## src/rtl/dma_block_copier_if.sv

```systemverilog
// DMA port bundle between a DMA initiator and the MSP430 DMA slave port.
//   dma_addr     : word-aligned byte address (bit0 always 0)
//   dma_en       : transaction request, held until dma_ready
//   dma_we       : 2'b00 read, 2'b11 write
//   dma_din      : write data toward memory
//   dma_dout     : read data from memory, valid the cycle after a read's dma_ready
//   dma_ready    : transaction accepted this cycle
//   dma_resp     : error response, qualified by dma_ready
//   dma_priority : static priority of this initiator
`timescale 1ns/1ps
interface dma_block_copier_if;
  logic [15:0] dma_addr;
  logic        dma_en;
  logic [1:0]  dma_we;
  logic [15:0] dma_din;
  logic [15:0] dma_dout;
  logic        dma_ready;
  logic        dma_resp;
  logic        dma_priority;

  modport master (
    output dma_addr, dma_en, dma_we, dma_din, dma_priority,
    input  dma_dout, dma_ready, dma_resp
  );

  modport slave (
    input  dma_addr, dma_en, dma_we, dma_din, dma_priority,
    output dma_dout, dma_ready, dma_resp
  );
endinterface

```

## src/rtl/dma_block_copier.sv

```systemverilog
// Block copier acting as a DMA initiator: moves cfg_len 16-bit words from
// cfg_src to cfg_dst as alternating read/write transactions.
//   clk, reset_n      : rising-edge clock, asynchronous active-low reset
//   start             : one-cycle pulse, accepted only in IDLE
//   cfg_src/dst/len   : byte addresses (bit0 ignored) and word count
//   abort             : kill request from the access-control monitor
//   busy, done, err   : status (done is a pulse, err is sticky)
//   dma               : master side of the DMA port bundle
`timescale 1ns/1ps
module dma_block_copier #(
  parameter logic [15:0] MAX_LEN  = 16'h0800,
  parameter logic        DMA_PRIO = 1'b0
) (
  input  logic        clk,
  input  logic        reset_n,
  input  logic        start,
  input  logic [15:0] cfg_src,
  input  logic [15:0] cfg_dst,
  input  logic [15:0] cfg_len,
  input  logic        abort,
  output logic        busy,
  output logic        done,
  output logic        err,
  dma_block_copier_if.master dma
);

  typedef enum logic [2:0] {IDLE, RD_REQ, RD_WAIT, WR_REQ, FIN} state_t;

  state_t      state_q;
  logic [15:0] src_q, dst_q, cnt_q;
  logic [15:0] addr_q, din_q;
  logic [1:0]  we_q;
  logic        en_q, busy_q, done_q, err_q;

  // din_q doubles as the data register between the read and the write.
  always_ff @(posedge clk or negedge reset_n) begin
    if (!reset_n) begin
      state_q <= IDLE;
      src_q   <= '0;
      dst_q   <= '0;
      cnt_q   <= '0;
      addr_q  <= '0;
      din_q   <= '0;
      we_q    <= 2'b00;
      en_q    <= 1'b0;
      busy_q  <= 1'b0;
      done_q  <= 1'b0;
      err_q   <= 1'b0;
    end else begin
      done_q <= 1'b0;
      if (state_q != IDLE && abort) begin
        // Abort wins over any handshake seen in the same cycle.
        state_q <= IDLE;
        en_q    <= 1'b0;
        busy_q  <= 1'b0;
        err_q   <= 1'b1;
      end else begin
        case (state_q)
          IDLE: begin
            if (start && !abort) begin
              if (cfg_len == 16'd0) begin
                state_q <= FIN;
                done_q  <= 1'b1;
                err_q   <= 1'b0;
              end else if (cfg_len > MAX_LEN) begin
                err_q <= 1'b1;
              end else begin
                src_q   <= cfg_src & 16'hFFFE;
                dst_q   <= cfg_dst & 16'hFFFE;
                cnt_q   <= cfg_len;
                err_q   <= 1'b0;
                busy_q  <= 1'b1;
                en_q    <= 1'b1;
                we_q    <= 2'b00;
                addr_q  <= cfg_src & 16'hFFFE;
                state_q <= RD_REQ;
              end
            end
          end
          RD_REQ: begin
            if (dma.dma_ready) begin
              en_q <= 1'b0;
              if (dma.dma_resp) begin
                busy_q  <= 1'b0;
                err_q   <= 1'b1;
                state_q <= IDLE;
              end else begin
                state_q <= RD_WAIT;
              end
            end
          end
          RD_WAIT: begin
            din_q   <= dma.dma_dout;
            en_q    <= 1'b1;
            we_q    <= 2'b11;
            addr_q  <= dst_q;
            state_q <= WR_REQ;
          end
          WR_REQ: begin
            if (dma.dma_ready) begin
              if (dma.dma_resp) begin
                en_q    <= 1'b0;
                busy_q  <= 1'b0;
                err_q   <= 1'b1;
                state_q <= IDLE;
              end else begin
                // Address increments wrap modulo 2^16 by design.
                src_q <= src_q + 16'd2;
                dst_q <= dst_q + 16'd2;
                cnt_q <= cnt_q - 16'd1;
                if (cnt_q == 16'd1) begin
                  en_q    <= 1'b0;
                  busy_q  <= 1'b0;
                  done_q  <= 1'b1;
                  state_q <= FIN;
                end else begin
                  we_q    <= 2'b00;
                  addr_q  <= src_q + 16'd2;
                  state_q <= RD_REQ;
                end
              end
            end
          end
          FIN: begin
            state_q <= IDLE;
          end
          default: begin
            state_q <= IDLE;
            en_q    <= 1'b0;
            busy_q  <= 1'b0;
          end
        endcase
      end
    end
  end

  assign busy             = busy_q;
  assign done             = done_q;
  assign err              = err_q;
  assign dma.dma_addr     = addr_q;
  assign dma.dma_en       = en_q;
  assign dma.dma_we       = we_q;
  assign dma.dma_din      = din_q;
  assign dma.dma_priority = DMA_PRIO;

endmodule
```

## src/flat_wrapper.sv

```systemverilog
// flat-port wrapper written by rule: the top's interface ports become plain ports
module dma_block_copier_flat 
#(
  parameter logic [15:0] MAX_LEN  = 16'h0800,
  parameter logic        DMA_PRIO = 1'b0
)
  (clk, reset_n, start, cfg_src, cfg_dst, cfg_len, abort, busy, done, err, dma_dma_addr, dma_dma_en, dma_dma_we, dma_dma_din, dma_dma_priority, dma_dma_dout, dma_dma_ready, dma_dma_resp);
  dma_block_copier_if dma_i ();
  input  logic clk;
  input  logic reset_n;
  input  logic start;
  input  logic [15:0] cfg_src;
  input  logic [15:0] cfg_dst;
  input  logic [15:0] cfg_len;
  input  logic abort;
  output logic busy;
  output logic done;
  output logic err;
  output wire logic [$bits(dma_i.dma_addr)-1:0] dma_dma_addr;
  output wire logic [$bits(dma_i.dma_en)-1:0] dma_dma_en;
  output wire logic [$bits(dma_i.dma_we)-1:0] dma_dma_we;
  output wire logic [$bits(dma_i.dma_din)-1:0] dma_dma_din;
  output wire logic [$bits(dma_i.dma_priority)-1:0] dma_dma_priority;
  input wire logic [$bits(dma_i.dma_dout)-1:0] dma_dma_dout;
  input wire logic [$bits(dma_i.dma_ready)-1:0] dma_dma_ready;
  input wire logic [$bits(dma_i.dma_resp)-1:0] dma_dma_resp;
  assign dma_dma_addr = dma_i.dma_addr;
  assign dma_dma_en = dma_i.dma_en;
  assign dma_dma_we = dma_i.dma_we;
  assign dma_dma_din = dma_i.dma_din;
  assign dma_dma_priority = dma_i.dma_priority;
  assign dma_i.dma_dout = dma_dma_dout;
  assign dma_i.dma_ready = dma_dma_ready;
  assign dma_i.dma_resp = dma_dma_resp;
  dma_block_copier #(.MAX_LEN(MAX_LEN), .DMA_PRIO(DMA_PRIO)) u_core (.clk(clk), .reset_n(reset_n), .start(start), .cfg_src(cfg_src), .cfg_dst(cfg_dst), .cfg_len(cfg_len), .abort(abort), .busy(busy), .done(done), .err(err), .dma(dma_i));
endmodule
```

## config.mk

```make
export PLATFORM = sky130hd
export DESIGN_NAME = dma_block_copier_flat
export DESIGN_NICKNAME = d
export VERILOG_FILES = /design/src/rtl/dma_block_copier_if.sv /design/src/rtl/dma_block_copier.sv /design/src/flat_wrapper.sv
export SDC_FILE = /design/constraint.sdc
export NUM_CORES = 1
export LEC_CHECK = 0
export ABC_CLOCK_PERIOD_IN_PS = 2200
export CAP_MARGIN = 10
export CORE_UTILIZATION = 50
export CTS_CLUSTER_SIZE = 14
export DETAILED_ROUTE_END_ITERATION = 8
export DONT_BUFFER_PORTS = 1
export PLACE_DENSITY = 0.77
export SYNTH_ARGS = -nofsm -noshare
export SYNTH_HDL_FRONTEND = slang
export SYNTH_SLANG_ARGS = --single-unit
export TNS_END_PERCENT = 20
```

## constraint.sdc

```tcl
create_clock -name clk -period 2.2 [get_ports clk]
set_input_delay 0.44 -clock clk [delete_from_list [all_inputs] [get_ports clk]]
set_output_delay 0.44 -clock clk [all_outputs]
set_load 0.02 [all_outputs]
```

# Word-level counts from Yosys, hierarchy flattened

Index checks and enable logic that the tools add are counted.

Order comparisons: 1
Reduce and logical (&&, ||, !) cells: 18
Equality and inequality tests: 23
Mux-type cells: 66
Bitwise gates (word level): 1
$add $sub $neg: 3

Operators with widths:

| operator              | count |
|---|---|
| $mux 16               | 18 |
| $pmux 16 s2           | 3 |
| $pmux 16 s3           | 1 |
| $add 16x2->16 const B | 2 |
| $mux 3                | 8 |
| $mux 1                | 23 |
| $eq 16x1->1 const B   | 1 |
| $gt 16x12->1 const B  | 1 |
| $logic_not 16->1      | 1 |
| $reduce_and 8->1      | 2 |
| $sub 16x1->16 const B | 1 |
| $ne 3x2->1 const B    | 5 |
| $mux 2                | 7 |
| $reduce_and 7->1      | 2 |
| $pmux 3 s4            | 1 |
| $ne 2x2->1 const B    | 5 |
| $ne 3x1->1 const B    | 3 |
| $reduce_bool 3->1     | 3 |
| $ne 4x2->1 const B    | 2 |
| $reduce_and 4->1      | 2 |
| $eq 3x2->1 const B    | 2 |
| $ne 2x1->1 const B    | 3 |
| $pmux 2 s3            | 1 |
| $pmux 1 s5            | 1 |
| 11 further kinds      | 14 |

Flip-flop bits (word level): 89
Logic and storage cells: 123
Output and inout port bits: 39

# Longest topological paths before layout

Word-level depth: 6
Depth in mapped cells: 8

# Worst setup path after synthesis

Ideal clock, no wire load.

Kind: input to register
Start point: input cfg_len[14]
End point: register u_core.addr_q[12] (netlist: u_core.dma.dma_addr[12])
Arrival time: 2.227 ns
Path slack: -0.154 ns
Setup time: 0.127 ns
Path buffers: 1
Stages on the path: 5
Path through: or4_4 -> o31a_1 -> nor3_4 -> buf_6 -> mux2_1

Longest elaborated chain between the ends: 3
Elaborated cells between the ends (all ways): 5

Ends and longest elaborated chain:

| what                                             | RTL line                                       | text |
|---|---|---|
| from (decl)                                      | flat_wrapper.sv:14                             | `input logic [15:0] cfg_len;` |
| $gt 16x12->1 or $logic_not 16->1 (tied branches) | dma_block_copier.sv:65, dma_block_copier.sv:61 |  |
| $ne 2x2->1 (no line)                             | -                                              |  |
| $reduce_and 8->1 (no line) *                     | -                                              |  |
| to (signal assigned)                             | dma_block_copier.sv:75                         | `addr_q <= cfg_src & 16'hFFFE;` |
| to (signal assigned)                             | dma_block_copier.sv:96                         | `addr_q <= dst_q;` |
| to (signal assigned)                             | dma_block_copier.sv:118                        | `addr_q <= src_q + 16'd2;` |
| to (decl)                                        | dma_block_copier.sv:31                         | `logic [15:0] addr_q, din_q;` |

Mark *: on every way between the ends. The rest lies on a longest branch, timed or not.
A chain may end at the register's enable or synchronous reset.

# Worst setup path after layout

Start point: register u_core.state_q[0]
End point: register u_core.dst_q[7]

Longest elaborated chain between the ends: 4
Elaborated cells between the ends (all ways): 13

Ends and longest elaborated chain:

| what                                                     | RTL line                | text |
|---|---|---|
| from (decl)                                              | dma_block_copier.sv:29  | `state_t state_q;` |
| from (signal assigned)                                   | dma_block_copier.sv:38  | `state_q <= IDLE;` |
| from (signal assigned)                                   | dma_block_copier.sv:53  | `state_q <= IDLE;` |
| from (signal assigned)                                   | dma_block_copier.sv:62  | `state_q <= FIN;` |
| branches (longest 4 deep; another with $reduce_and 7->1) | -                       |  |
| to (signal assigned)                                     | dma_block_copier.sv:69  | `dst_q <= cfg_dst & 16'hFFFE;` |
| to (signal assigned)                                     | dma_block_copier.sv:109 | `dst_q <= dst_q + 16'd2;` |
| to (decl)                                                | dma_block_copier.sv:30  | `logic [15:0] src_q, dst_q, cnt_q;` |

Parallel ways; which one is timed is not known.

==> results.yml <==
yosys:
  synth_seq_cells: 86
  syn_avg_cell_area_sq_um: 8.98
  synth_edf_count: 0
  synth_async_sr_flop_share_pct: 100
  syn_inst: 584
  yosys_warnings: 0
  dominantRegCellSynth: "dfrtp_1"
  ys_types: 57
  syn-num-nets: 658
  ys_seq_area_share_pct: 41.0
  mappedNetlistArea_sq_mm: 0.00525
grt:
  grt_pass1_vias: 4809
  grt_max_degree: 87
  overflow: 0
  grt_pass1_wl_mm: 23.9
  antenna_found_initial: 0
  grt_util_all_layers_pct: 27.4
critical_path:
  path_max_fanout: 65
  path_buf_inv: 2
  timing.critical_path.cells: "buf_6 -> nand3b_1 -> buf_12 -> nor4_1 -> a21oi_1 -> o2bb2ai_1"
  crit_type: "reg -> reg"
  crit_cells: 6
  required_ns: 2.48
  crit_path_start_kind: "flop"
  path_delay_family: "simple AND/OR/NAND/NOR gates"
  slowest_delay_ns: 0.53
  slowest_stage: "dfrtp_1"
  crit_arrival_ns: 2.39
  reg2reg_depth: 6
  endpoint_kind: "flop"
timing:
  finalHoldViolCount: 86
  fin_crit_ns: 2.11
  finalSetupViolCount: 0
  holdWs_ns: -0.235
  fmax_ghz: 0.475
  drv_slew: 0
  finalCritPeriodShare_pct: 95.8
  skew_ns: 0.0174
  rsz0062_at_grt: "yes"
  setup_tns_ns: 0
cells_and_area:
  fin_nets: 664
  multiInputGateArea_sq_mm: 0.00289
  final_common_cell: "dfrtp_1"
  stdcell_count: 731
  area_growth_pct: 11.8
  drive_gt1_share_pct: 18.3
  fin_util_pct: 57.3
  fillers: 892
  final_cell_mix: "dfrtp_1 (82), nand2_1 (45), a21oi_1 (44)"
  seq_area_sq_mm: 0.00216
  diodes: 0
placement:
  place.gp.congestion: 0.888
  dp_cells: 714
  hpwl_mm: 9.96
  portBuffers: 0
outcome:
  violations: "negative hold slack"
  status: "finished, violations left"
clock_tree:
  cts_num_sinks: 86
  clkLatencyLatePin_ns: 0.37
  cts_tree: "done"
  numCtsBuffers: 9
  clkTransAtPathRegs_ns: 0.10
  cts_htree_levels: 3
  cts_buffer_depth: 2
  cts_root_buffer: "clkbuf_8"
floorplanning:
  rows: 37
  start_util_pct: 51.3
  fp.coreArea_sq_mm: 0.0102
  die_x_um: 104
  die-area_sq_mm: 0.0109
  ios: 109
  die_h_um: 104
detailed_routing:
  avgViaCountPerCell: 6.69
  ant_nets: 0
  drt_pass1_iterations: 7
  num_vias: 4888
  drtIter0Drc: 552
  finalWirelength_mm: 14.6
  routedWlPerCell_um: 19.9
  drc: 0
pwr:
  p_leak_uw: 0.00234
  total_power_uw: 5010
  power.ir.vdd_worst_v: 0.000494
  power_density_mw_per_mm2: 854
hold_path:
  hold_path_class: "in -> async"
run:
  cap_violations: 0
[cell usage after synthesis (all sizes together) (6+ instances only)]
master	number	area [sq um]
dfrtp	86	2150
nand2	45	169
a21oi	44	220
o21ai	40	200
clkbuf	38	143
nor2	37	139
mux2	29	327
nor3	26	168
a31oi	18	113
o41ai	18	158
inv	15	56.3
nand3	15	75.1
o2bb2ai	14	123
o211ai	12	90.1
buf	10	56.3
a22oi	9	67.6
nand2b	9	56.3
nor4	9	56.3
nand4	8	50.1
o31ai	8	60.1
mux2i	7	70.1
or3	7	43.8
nor3b	6	45.0
[flip-flops by register name, summed over array words and instances (netlist names)]
signal	cells
u_core.dma.dma_we	1
u_core.src_q	15
u_core.done	1
u_core.dma.dma_en	1
u_core.cnt_q	16
u_core.err	1
u_core.dst_q	15
u_core.state_q	3
u_core.dma.dma_addr	16
u_core.dma.dma_din	16
u_core.busy	1
[cells by family after synthesis]
| kind of cell | after synthesis | share of synthesized area [%] |
|---|---|---|
| AOI/OAI and AO/OA | 193 | 24.5 |
| xor gates and xnor gates | 8 | 1.34 |
| adders and majority gates | 4 | 0.954 |
| buffers and inverters | 63 | 4.87 |
| DFF | 86 | 41.0 |
| muxes | 36 | 7.56 |
| other | 1 | 0.0715 |
| and+or+nand+nor | 193 | 19.7 |
[through the flow]
step	cell area (sq um)	setup slack, ns
after CTS	5820	0.0308
final	5870	0.0930
after detailed placement	5620	-0.173
after global placement	5620	-0.0666
after floorplan	5260	-0.0556
after global routing	5870	-0.0569
[what timing repair did]
action / in CTS / in global routing
buffers inserted: 0 / 1
hold endpoints to repair: 86 / 86
resized for setup: 0 / 9
endpoints found under the setup margin: 0 / 28
[power breakdown]
part	internal, uW	switching (uW)	leakage, uW
logic	568	545	0.00116
clock network	542	642	0.000102
registers	2010	698	0.00108
[worst reg2reg max path, stage by stage (launching register included)]
cell,delay [ns]
dfrtp_1,0.53
buf_6,0.30
nand3b_1,0.30
buf_12,0.30
nor4_1,0.34
a21oi_1,0.08
o2bb2ai_1,0.19
[final cells by class]
| class | instances | area share (%) |
|---|---|---|
| Clock buffer | 9 | 2.11 |
| Inverter | 15 | 0.960 |
| Clock inverter | 7 | 1.37 |
| Tap cell | 136 | 2.90 |
| Sequential cell | 86 | 36.8 |
| Multi-Input combinational cell | 435 | 49.3 |
| Timing Repair Buffer | 43 | 6.63 |
[worst paths after layout]
kind	slack, ns	startpoint	endpoint
setup / recovery	0.09	u_core.state_q[0]	u_core.dst_q[7]
hold / removal	-0.23	reset_n	u_core.dma.dma_din[15]
setup reg to reg	0.09	u_core.state_q[0]	u_core.dst_q[7]
hold reg to reg	0.54	u_core.cnt_q[0]	u_core.cnt_q[0]
max in group asynchronous	2.28	reset_n	u_core.dst_q[2]
min in group clk	0.14	abort	u_core.state_q[2]
[per-layer routing]
layer	global-route usage [%]	vias to the layer above	share of wire, %
met1	35.3	2351	41
li1	-	2215	-
met2	44.2	289	48
met5	0	-	0
met3	6.83	33	9.0
met4	10.4	0	2.2
Power figures use the tool's default switching activity.
